===== config.mk =====
export PLATFORM = sky130hd
export DESIGN_NAME = ttl_74ls193_sync_flat
export DESIGN_NICKNAME = d
export VERILOG_FILES = /design/src/rtl/ttl_74ls193_sync_if.sv /design/src/rtl/ttl_74ls193_sync.sv /design/src/flat_wrapper.sv
export SDC_FILE = /design/constraint.sdc
export NUM_CORES = 1
export LEC_CHECK = 0
export ABC_AREA = 1
export CAP_MARGIN = 20
export CORE_UTILIZATION = 30
export CTS_BUF_LIST = sky130_fd_sc_hd__clkbuf_4 sky130_fd_sc_hd__clkbuf_8 sky130_fd_sc_hd__clkbuf_16
export CTS_CLUSTER_DIAMETER = 80
export CTS_CLUSTER_SIZE = 12
export DETAILED_ROUTE_END_ITERATION = 12
export DONT_BUFFER_PORTS = 1
export PLACE_DENSITY_LB_ADDON = 0.3
export SLEW_MARGIN = 0
export SYNTH_ARGS = -nofsm -noshare
export SYNTH_HDL_FRONTEND = slang
export SYNTH_SLANG_ARGS = --single-unit

===== constraint.sdc =====
create_clock -name clk -period 1.9 [get_ports clk]
set_input_delay 0.285 -clock clk [delete_from_list [all_inputs] [get_ports clk]]
set_output_delay 0.285 -clock clk [all_outputs]
set_load 0.01 [all_outputs]

===== src/rtl/ttl_74ls193_sync_if.sv =====
// Bus bundle for the synchronous 74LS193 counter chain: count lines, preset/clear
// controls and preset data in, counter value and terminal-count flags out.
interface ttl_74ls193_sync_if #(
   parameter int W = 8
);
   logic         up;
   logic         dn;
   logic         load_n;
   logic         clr;
   logic [W-1:0] d;
   logic [W-1:0] q;
   logic         co_n;
   logic         bo_n;

   modport master (
      output up, dn, load_n, clr, d,
      input  q, co_n, bo_n
   );

   modport slave (
      input  up, dn, load_n, clr, d,
      output q, co_n, bo_n
   );
endinterface


===== src/rtl/ttl_74ls193_sync.sv =====
// Cascaded 74LS193 up/down counter re-timed onto one system clock: the TTL count
// lines are synchronized and edge-detected, so every flop sits on clk.
module ttl_74ls193_sync #(
   parameter int STAGES      = 2,
   parameter int SYNC_STAGES = 2
) (
   input  logic              clk,
   input  logic              reset_n,
   ttl_74ls193_sync_if.slave bus
);
   localparam int W = 4 * STAGES;
   localparam logic [W-1:0] ONE = {{(W-1){1'b0}}, 1'b1};

   logic [SYNC_STAGES-1:0] up_sync_q;
   logic [SYNC_STAGES-1:0] dn_sync_q;
   logic [SYNC_STAGES-1:0] ld_sync_q;
   logic [SYNC_STAGES-1:0] clr_sync_q;
   logic                   up_prev_q;
   logic                   dn_prev_q;
   logic [W-1:0]           q_q;
   logic [W-1:0]           q_d;

   logic us, ds, ls_n, cs;
   logic up_rise, dn_rise;

   assign us   = up_sync_q[SYNC_STAGES-1];
   assign ds   = dn_sync_q[SYNC_STAGES-1];
   assign ls_n = ld_sync_q[SYNC_STAGES-1];
   assign cs   = clr_sync_q[SYNC_STAGES-1];

   assign up_rise = us & ~up_prev_q;
   assign dn_rise = ds & ~dn_prev_q;

   // Next count: clear beats load, load beats counting, simultaneous edges cancel.
   always_comb begin
      q_d = q_q;
      if (cs) begin
         q_d = '0;
      end else if (!ls_n) begin
         q_d = bus.d;
      end else if (up_rise && ds && !dn_rise) begin
         q_d = q_q + ONE;
      end else if (dn_rise && us && !up_rise) begin
         q_d = q_q - ONE;
      end
   end

   // Count lines reset high so a line idling high through reset yields no edge.
   always_ff @(posedge clk) begin
      if (!reset_n) begin
         up_sync_q  <= '1;
         dn_sync_q  <= '1;
         ld_sync_q  <= '1;
         clr_sync_q <= '0;
         up_prev_q  <= 1'b1;
         dn_prev_q  <= 1'b1;
         q_q        <= '0;
      end else begin
         up_sync_q[0]  <= bus.up;
         dn_sync_q[0]  <= bus.dn;
         ld_sync_q[0]  <= bus.load_n;
         clr_sync_q[0] <= bus.clr;
         for (int i = 1; i < SYNC_STAGES; i++) begin
            up_sync_q[i]  <= up_sync_q[i-1];
            dn_sync_q[i]  <= dn_sync_q[i-1];
            ld_sync_q[i]  <= ld_sync_q[i-1];
            clr_sync_q[i] <= clr_sync_q[i-1];
         end
         up_prev_q <= us;
         dn_prev_q <= ds;
         q_q       <= q_d;
      end
   end

   // Terminal-count flags pulse low while the relevant count line is low.
   assign bus.q    = q_q;
   assign bus.co_n = ~((q_q == '1) & ~us);
   assign bus.bo_n = ~((q_q == '0) & ~ds);
endmodule

===== src/flat_wrapper.sv =====
// flat-port wrapper written by rule: the top's interface ports become plain ports
module ttl_74ls193_sync_flat 
#(
   parameter int STAGES      = 2,
   parameter int SYNC_STAGES = 2
)
  (clk, reset_n, bus_up, bus_dn, bus_load_n, bus_clr, bus_d, bus_q, bus_co_n, bus_bo_n);
  ttl_74ls193_sync_if bus_i ();
  input  logic clk;
  input  logic reset_n;
  input wire logic [$bits(bus_i.up)-1:0] bus_up;
  input wire logic [$bits(bus_i.dn)-1:0] bus_dn;
  input wire logic [$bits(bus_i.load_n)-1:0] bus_load_n;
  input wire logic [$bits(bus_i.clr)-1:0] bus_clr;
  input wire logic [$bits(bus_i.d)-1:0] bus_d;
  output wire logic [$bits(bus_i.q)-1:0] bus_q;
  output wire logic [$bits(bus_i.co_n)-1:0] bus_co_n;
  output wire logic [$bits(bus_i.bo_n)-1:0] bus_bo_n;
  assign bus_i.up = bus_up;
  assign bus_i.dn = bus_dn;
  assign bus_i.load_n = bus_load_n;
  assign bus_i.clr = bus_clr;
  assign bus_i.d = bus_d;
  assign bus_q = bus_i.q;
  assign bus_co_n = bus_i.co_n;
  assign bus_bo_n = bus_i.bo_n;
  ttl_74ls193_sync #(.STAGES(STAGES), .SYNC_STAGES(SYNC_STAGES)) u_core (.clk(clk), .reset_n(reset_n), .bus(bus_i));
endmodule

==> results of run 1 <==
==> power groups by stage <==
stage          sequential (µW)  combinational, µW  clock, µW
6_report                   436                261        228
5_1_grt                    440                297        250
4_1_cts                    434                237        232
3_5_place_dp               443                235          0
3_3_place_gp               442                231          0
2_1_floorplan              438                187          0
==> layout by cell type, fill, tap and decap left out, drive strengths merged <==
cell / n
nor4: 2
clkbuf: 4
nand3b: 3
nor2: 6
ha: 7
dfxtp: 18
a21oi: 6
o21ai: 8
nand3: 19
buf: 6
inv: 21
a31oi: 5
nand4: 4
fa: 1
or2: 9
nand2: 39
==> through the flow <==
step / total power [µW] / worst slack (ns) / hold WS (ns)
2_1_floorplan: 625.1 / 0.2656 / 0.3538
3_3_place_gp: 673.5 / 0.1030 / 0.3553
3_5_place_dp: 677.7 / 0.06293 / 0.3581
4_1_cts: 903.0 / 0.04860 / 0.05414
5_1_grt: 987.0 / -0.02080 / 0.05866
6_report: 925.6 / 0.09768 / 0.05493
==> sequential cells by signal, indices dropped and copies added (netlist names) <==
register           cells
u_core.bus.q           8
u_core.clr_sync_q      2
u_core.dn_prev_q       1
u_core.dn_sync_q       2
u_core.ld_sync_q       2
u_core.up_prev_q       1
u_core.up_sync_q       2
==> synth_stat cells <==
cell	number
fa_1	1
inv_2	2
inv_1	19
nand3_2	1
nand3b_1	3
nand4_1	4
nand3_1	18
ha_1	7
o21ai_1	5
or2_2	7
nor2_2	1
buf_6	1
nor2_1	4
nand2_1	37
a21oi_1	6
or2_1	2
o21ai_0	3
a31oi_1	5
dfxtp_1	18
nor4_1	2
nand2_4	1
nor2_4	1
clkbuf_1	1
==> routing by layer <==
metal  wire length (µm)  vias to the layer above
met4                 14                        0
met2               1105                       35
met1               1148                      444
li1                   -                      515
met5                  0                        -
met3                235                        2
==> cell families after synthesis <==
logic type | synth area share (%)
AO/OA/AOI/OAI | 9.540
adder cells (fa/ha/maj) | 10.13
buffers and inverters | 8.834
flip-flops | 33.92
AND/OR/NAND/NOR | 37.57
==> final cells by class <==
class,instances,area (µm²)
Sequential cell,18,361.6
Timing Repair Buffer,6,45.04
Tap cell,46,57.56
Inverter,21,78.83
Clock buffer,4,36.28
Fill cell,385,2126
Multi-Input combinational cell,109,658.1
==> worst min path at each step <==
stage                       end  slack (ns)  cells after the start
6_report       u_core.up_prev_q        0.05                      1
3_5_place_dp   u_core.up_prev_q        0.36                      1
5_1_grt        u_core.up_prev_q        0.06                      1
2_1_floorplan  u_core.dn_prev_q        0.35                      1
4_1_cts        u_core.up_prev_q        0.05                      1
3_3_place_gp   u_core.dn_prev_q        0.36                      1
==> timing repair <==
item                       4_1_cts  5_1_grt
setup buffers                    0        3
hold buffers                     0        0
resized for setup                0        9
setup endpoints to repair        0        3
==> results.json, run 1 <==
{
  "yosys.area.top_type_share_pct": 33.92,
  "htreeDepth": 1,
  "grt_pass1_wl_mm": 3.974,
  "num_vias": 996,
  "vdd_ir_drop_max_mv": 0.3488,
  "io_pins": 24,
  "final_core_util_pct": 36.79,
  "ys_warn_count": 0,
  "leakage_uw": 0.0006055,
  "worstPathRequired_ns": 2.12,
  "cts_root_buffer": "clkbuf_4",
  "nets": 181,
  "grt_max_degree": 15,
  "die_w_um": 61.51,
  "rr_worst_depth": 11,
  "swShare_pct": 32.08,
  "post_dp_cell_area_um2": 1127,
  "grt_pass1_vias": 946,
  "crit_path_top_delay_cell": "fa_1",
  "criticalPathCategory": "reg -> reg",
  "grt-ovfl-total": 0,
  "cpLargestDelayFamily": "simple AND/OR/NAND/NOR gates",
  "cts_buffer_depth": 2,
  "final_cells": 204,
  "cp_num_cells": 11,
  "rows": 21,
  "rsz0062_at_grt": "yes",
  "core_um2": 3363,
  "cpPeakStageDelay_ns": 0.41,
  "clk-insertion-delay-late_ns": 0.29,
  "synthTopCellsByArea": "dfxtp_1 (34%), nand2_1 (13%), nand3_1 (8.5%)",
  "busiest_layer": "met2",
  "slew_viol_final": 0,
  "p_int_uw": 628.7,
  "met2_usage_pct": 23.35,
  "numCtsBuffers": 3,
  "area_growth_syn_to_layout_pct": 16.49,
  "fmax_mhz": 554.8,
  "io_buffers": 0,
  "crit_top_cell": "nand3_1",
  "r2r_end": "u_core.bus.q[6]",
  "hold_violations": 0,
  "hpwl_mm": 1.908,
  "antenna_found_initial": 0,
  "design.die.area_um2": 3783,
  "cp_data_arrival_time_ns": 2.02,
  "period_needed_ns": 1.802,
  "syn_inst": 149,
  "hold_path.startpoint": "reset_n",
  "synth.avg_cell_area_um2": 7.129,
  "synth_seq_area_share_pct": 33.92,
  "worstPathMaxFanout": 6,
  "critPathCapture": "u_core.bus.q[6]",
  "path_buf_inv": 1,
  "yosysTopAreaCell": "dfxtp_1",
  "power_density_nw_per_um2": 748.0,
  "place.gp.congestion": 0.8671,
  "cts.sinks": 18,
  "syn-cell-area_um2": 1062,
  "drt_iter0_drc": 32,
  "outcome": "completed",
  "start_kind": "flip-flop",
  "crit_start": "u_core.up_sync_q[1]",
  "timing.setup.tns_ns": 0,
  "fin_area_um2": 1237,
  "p_seq_share_pct": 47.1,
  "die_h_um": 61.51,
  "start_util_pct": 31.58,
  "drt-total-wl_mm": 2.503,
  "hold_path.class": "in -> reg",
  "wl_per_cell_um": 12.27,
  "fin_crit_sh_pct": 94.86,
  "drcViolationCount": 0,
  "clk_pin_slew_ns": 0.10,
  "ys_types": 23,
  "setup_viol": 0,
  "vias_per_cell": 4.882,
  "max_slew_margin_pct": 74.90,
  "tightestPinTransition_ns": 0.3751,
  "first_pass_iters": 4,
  "r2r-start": "u_core.up_sync_q[1]",
  "drive_gt1_share_pct": 20.89,
  "max-cap-violations": 0,
  "skew_ns": 0.009427,
  "cts_tree": "built",
  "end_kind": "flip-flop",
  "worstPathCellList": "inv_2 > nor2_4 > nand2_4 > fa_1 > nand2_2 > nand3_2 > nand3b_1 > nand3_1 > nand3_1 > nand2_1 > a21oi_1",
  "power_frac_clock_pct": 24.7,
  "antenna_cells": 0,
  "comb_power_share_pct": 28.2,
  "syn_nets": 171,
  "groute.usage.overall_pct": 14.24,
  "antenna_left": 0,
  "grt_use_met3_pct": 4.832,
  "p_sw_uw": 296.9,
  "use_met1_pct": 17.83,
  "synth_seq_cells": 18,
  "ff2ff_setup_slack_ns": 0.1,
  "place_inst": 196
}
(Power assumes the default switching activity.)
==> run 2: changes to the inputs <==
--- a/config.mk
+++ b/config.mk
@@ -14,6 +14,7 @@
 export DETAILED_ROUTE_END_ITERATION = 12
 export DONT_BUFFER_PORTS = 1
 export PLACE_DENSITY_LB_ADDON = 0.3
+export SETUP_SLACK_MARGIN = 0.5
 export SLEW_MARGIN = 0
 export SYNTH_ARGS = -nofsm -noshare
 export SYNTH_HDL_FRONTEND = slang
==> results.json, run 2 (same netlist as run 1, synthesis figures left out) <==
{
  "max_slew_margin_pct": 69.05,
  "vdd_ir_drop_max_mv": 0.4057,
  "die_w_um": 61.51,
  "setup_viol": 0,
  "whs_ns": 0.05155,
  "clk_pin_slew_ns": 0.10,
  "grt_max_degree": 15,
  "hpwl_mm": 1.883,
  "crit_top_cell": "nand2_1",
  "area_growth_syn_to_layout_pct": 22.73,
  "hold_violations": 0,
  "io_buffers": 0,
  "numCtsBuffers": 3,
  "crit_path_top_delay_cell": "fa_2",
  "worstPathCellList": "inv_2 > nor2_4 > nand2_8 > fa_2 > nand2_2 > nand3_2 > nand3b_1 > nand2_1 > nand2_1 > nand3_1 > nand2_1 > a21oi_1",
  "preCtsSetupSlack_ns": 0.1284,
  "period_needed_ns": 1.723,
  "cts_hold_buf": 0,
  "worstPathRequired_ns": 2.10,
  "cpLargestDelayFamily": "simple AND/OR/NAND/NOR gates",
  "antenna_left": 0,
  "fin_ws_ns": 0.1774,
  "grt-ovfl-total": 0,
  "cts_root_buffer": "clkbuf_4",
  "clk-insertion-delay-late_ns": 0.29,
  "vias_per_cell": 4.760,
  "cpPeakStageDelay_ns": 0.37,
  "largest_reg_flops": 8,
  "die_h_um": 61.51,
  "path_buf_inv": 1,
  "cts_tree": "built",
  "drt_iter0_drc": 52,
  "htreeDepth": 1,
  "fmax_mhz": 580.5,
  "rsz0062_at_grt": "yes",
  "start_kind": "flip-flop",
  "worstPathMaxFanout": 9,
  "cts.sinks": 18,
  "criticalPathCategory": "reg -> reg",
  "io_pins": 24,
  "wl_per_cell_um": 12.42,
  "drive_gt1_share_pct": 27.22,
  "start_util_pct": 31.58,
  "mostFrequentLayoutCells": "nand2_1 (35), inv_1 (18), nand3_1 (16)",
  "rows": 21,
  "grt_pass1_vias": 936,
  "tightestPinTransition_ns": 0.4626,
  "timing.setup.tns_ns": 0,
  "place.gp.congestion": 0.8239,
  "core_um2": 3363,
  "fin_crit_sh_pct": 90.66,
  "drcViolationCount": 0,
  "power_density_nw_per_um2": 741.7,
  "final_common_cell": "nand2_1",
  "num_vias": 971,
  "outcome": "completed",
  "skew_ns": 0.001854,
  "max-cap-violations": 0,
  "nets": 181,
  "first_pass_iters": 4,
  "cts_buffer_depth": 2,
  "leakage_uw": 0.0006191,
  "drt-total-wl_mm": 2.534,
  "antenna_found_initial": 0,
  "end_kind": "flip-flop",
  "hold_path.class": "in -> reg",
  "design.die.area_um2": 3783,
  "grt_pass1_wl_mm": 4.222,
  "cp_data_arrival_time_ns": 1.92,
  "groute.usage.overall_pct": 15.52,
  "antenna_cells": 0,
  "slew_viol_final": 0
}
-- run 2: path summary, 6_finish.rpt --
kind / from / to / slack (ns) / cells past startpoint
max: u_core.up_sync_q[1] / u_core.bus.q[6] / 0.18 / 12
min: reset_n / u_core.up_prev_q / 0.05 / 1
max reg2reg: u_core.up_sync_q[1] / u_core.bus.q[6] / 0.18 / 12
min reg2reg: u_core.dn_sync_q[0] / u_core.dn_sync_q[1] / 0.42 / 1
-- run 2: routing by layer --
| layer | track usage (%) | wire (µm) | part of all wire, % | vias to the layer above |
|---|---|---|---|---|
| li1 | - | - | - | 508 |
| met1 | 19.57 | 1171 | 46 | 427 |
| met2 | 25.35 | 1120 | 44 | 31 |
| met3 | 4.832 | 209 | 8.2 | 5 |
| met4 | 4.762 | 33 | 1.3 | 0 |
| met5 | 0 | 0 | 0 | - |
-- run 2: worst reg2reg max path, cell delays in order, from the launching register on --
cell      delay [ns]
dfxtp_2         0.35
inv_2           0.05
nor2_4          0.15
nand2_8         0.12
fa_2            0.37
nand2_2         0.09
nand3_2         0.09
nand3b_1        0.11
nand2_1         0.06
nand2_1         0.05
nand3_1         0.06
nand2_1         0.07
a21oi_1         0.06
-- run 2: per-stage QoR --
step	std cells	area (µm²)	util [%]	total power, µW
4_1_cts	204	1301	38.69	973.7
3_5_place_dp	198	1171	34.82	694.4
6_report	204	1304	38.76	967.0
2_1_floorplan	149	1091	-	638.2
5_1_grt	204	1304	38.76	1038
3_3_place_gp	198	1171	34.82	691.2
-- run 2: area by class of cell --
cell class / count / area, µm²
Timing Repair Buffer: 7 / 52.55
Clock buffer: 4 / 36.28
Sequential cell: 18 / 367.9
Fill cell: 398 / 2059
Tap cell: 46 / 57.56
Multi-Input combinational cell: 108 / 710.7
Inverter: 21 / 78.83
-- run 2: power breakdown --
| group | internal (µW) | total (µW) | switching [µW] |
|---|---|---|---|
| combinational | 133 | 296 | 163 |
| sequential | 403 | 434 | 31.1 |
| clock | 117 | 237 | 120 |
-- run 2: repair_timing --
| action | 4_1_cts | 5_1_grt |
|---|---|---|
| endpoints found under the setup margin | 9 | 10 |
| pin swaps | 3 | 2 |
| resized for setup | 14 | 1 |
| buffers inserted | 2 | 0 |
==> run 3: changes to the inputs <==
--- a/config.mk
+++ b/config.mk
@@ -8,7 +8,7 @@
 export ABC_AREA = 1
 export CAP_MARGIN = 20
 export CORE_UTILIZATION = 30
-export CTS_BUF_LIST = sky130_fd_sc_hd__clkbuf_4 sky130_fd_sc_hd__clkbuf_8 sky130_fd_sc_hd__clkbuf_16
+export CTS_BUF_LIST = sky130_fd_sc_hd__clkbuf_2
 export CTS_CLUSTER_DIAMETER = 80
 export CTS_CLUSTER_SIZE = 12
 export DETAILED_ROUTE_END_ITERATION = 12
==> results.json, run 3 (same netlist as run 1, synthesis figures left out) <==
{
  "final_common_cell": "nand2_1",
  "drt_iter0_drc": 58,
  "num_vias": 972,
  "crit_path_top_delay_cell": "dfxtp_2",
  "io_buffers": 0,
  "fin_ws_ns": 0.1662,
  "rsz0062_at_grt": "yes",
  "antenna_found_initial": 0,
  "cts.sinks": 18,
  "final_cells": 204,
  "place_inst": 198,
  "hpwl_mm": 1.883,
  "grt-ovfl-total": 0,
  "design.die.area_um2": 3783,
  "antenna_cells": 0,
  "die_h_um": 61.51,
  "clk_pin_slew_ns": 0.17,
  "setup_viol": 0,
  "p_sw_uw": 315.8,
  "wl_per_cell_um": 12.48,
  "leakage_uw": 0.0006114,
  "max_slew_margin_pct": 70.15,
  "slew_viol_final": 0,
  "drive_gt1_share_pct": 25.95,
  "hold_violations": 0,
  "p_seq_share_pct": 48.4,
  "vias_per_cell": 4.765,
  "die_w_um": 61.51,
  "wl_met2_mm": 1.116,
  "comb_power_share_pct": 32.7,
  "wl_met3_um": 203,
  "hold_path.class": "in -> reg",
  "max-cap-violations": 0,
  "fmax_mhz": 576.8,
  "core_um2": 3363,
  "io_pins": 24,
  "start_kind": "flip-flop",
  "whs_ns": 0.02436,
  "preCtsSetupSlack_ns": 0.1284,
  "area_growth_syn_to_layout_pct": 20.73,
  "grt_max_degree": 15,
  "fillers": 402,
  "tightestPinTransition_ns": 0.4462,
  "antenna_left": 0,
  "mostFrequentLayoutCells": "nand2_1 (35), inv_1 (18), nand3_1 (16)",
  "timing.setup.tns_ns": 0,
  "cts_tree": "built",
  "swShare_pct": 35.22,
  "drcViolationCount": 0,
  "cts_buffer_depth": 2,
  "start_util_pct": 31.58,
  "cpPeakStageDelay_ns": 0.37,
  "vdd_ir_drop_max_mv": 0.2977,
  "clk-insertion-delay-late_ns": 0.31,
  "worstPathMaxFanout": 9,
  "htreeDepth": 1,
  "rows": 21,
  "place.gp.congestion": 0.8239,
  "criticalPathCategory": "reg -> reg",
  "fin_crit_sh_pct": 91.25,
  "nets": 181,
  "power_density_nw_per_um2": 699.1,
  "power_frac_clock_pct": 18.8,
  "outcome": "completed",
  "drt-total-wl_mm": 2.545,
  "numCtsBuffers": 3,
  "cts_hold_buf": 0,
  "worstPathCellList": "inv_2 > nor2_4 > nand2_8 > fa_2 > nand2_2 > nand3_2 > nand3b_1 > nand3_1 > nand3_1 > nand2_1 > a21oi_1",
  "first_pass_iters": 4,
  "groute.usage.overall_pct": 15.56,
  "grt_pass1_wl_mm": 4.236,
  "largest_reg_flops": 8,
  "grt_pass1_vias": 940,
  "worstPathRequired_ns": 2.16,
  "p_int_uw": 580.8,
  "m1WireLength_mm": 1.191,
  "end_kind": "flip-flop",
  "skew_ns": 0.004237,
  "highest_layer": "met4",
  "cp_data_arrival_time_ns": 1.99,
  "period_needed_ns": 1.734,
  "crit_top_cell": "nand3_1",
  "cts_root_buffer": "clkbuf_2"
}
## run 3: cell count changes in the layout (fill, tap and decap cells not counted), sizes merged
cell	change
clkbuf	-1
clkinv	+1
## run 3: layer usage
layer / up-vias / global-route usage [%]
li1: 509 / -
met2: 27 / 25.35
met5: - / 0
met4: 0 / 4.762
met1: 431 / 19.69
met3: 5 / 4.832
## run 3: worst max-delay path, delay by kind of cell (launching register included)
kind                     cells  cell delay, ns
buffers and inverters        1            0.05
flip-flops                   1            0.37
AND/OR/NAND/NOR              8            0.76
adder cells (fa/ha/maj)      1            0.37
AO/OA/AOI/OAI                1            0.12
## run 3: stage by stage
stage	util (%)	area [µm²]	power, µW
final	38.13	1282	896.6
after global routing	38.13	1282	961.4
after CTS	38.06	1280	898.9
after global placement	34.82	1171	691.2
after floorplan	-	1091	638.2
after detailed placement	34.82	1171	694.4
## run 3: area by class of cell
type                    instances  area, µm²  share of cell area, %
inverters                      21      78.83                  6.146
well taps                      46      57.56                  4.488
clock inverters                 1      3.754                 0.2927
multi-input cells             108      706.9                  55.12
flip-flops and latches         18      367.9                  28.68
clock buffers                   3      15.01                  1.171
repair buffers                  7      52.55                  4.098
## run 3: power by group through the flow
stage,Clock [µW],Sequential (µW),Combinational (µW)
2_1_floorplan,0,439,199
3_3_place_gp,0,437,255
3_5_place_dp,0,437,257
4_1_cts,176,435,288
5_1_grt,190,438,333
6_report,169,434,293
## run 3: repair_timing
item | 4_1_cts | 5_1_grt
buffers inserted | 2 | 0
cloned | 0 | 0
setup endpoints to repair | 9 | 10
pin swaps | 3 | 2
gates resized for setup | 13 | 1
## run 3: final timing paths
path                            cells past startpoint                  from                   end  slack [ns]
worst max-delay path                               11   u_core.up_sync_q[1]       u_core.bus.q[6]        0.17
worst min-delay path                                1               reset_n      u_core.up_prev_q        0.02
worst max register to register                     11   u_core.up_sync_q[1]       u_core.bus.q[6]        0.17
worst min register to register                      2  u_core.clr_sync_q[0]  u_core.clr_sync_q[1]        0.43
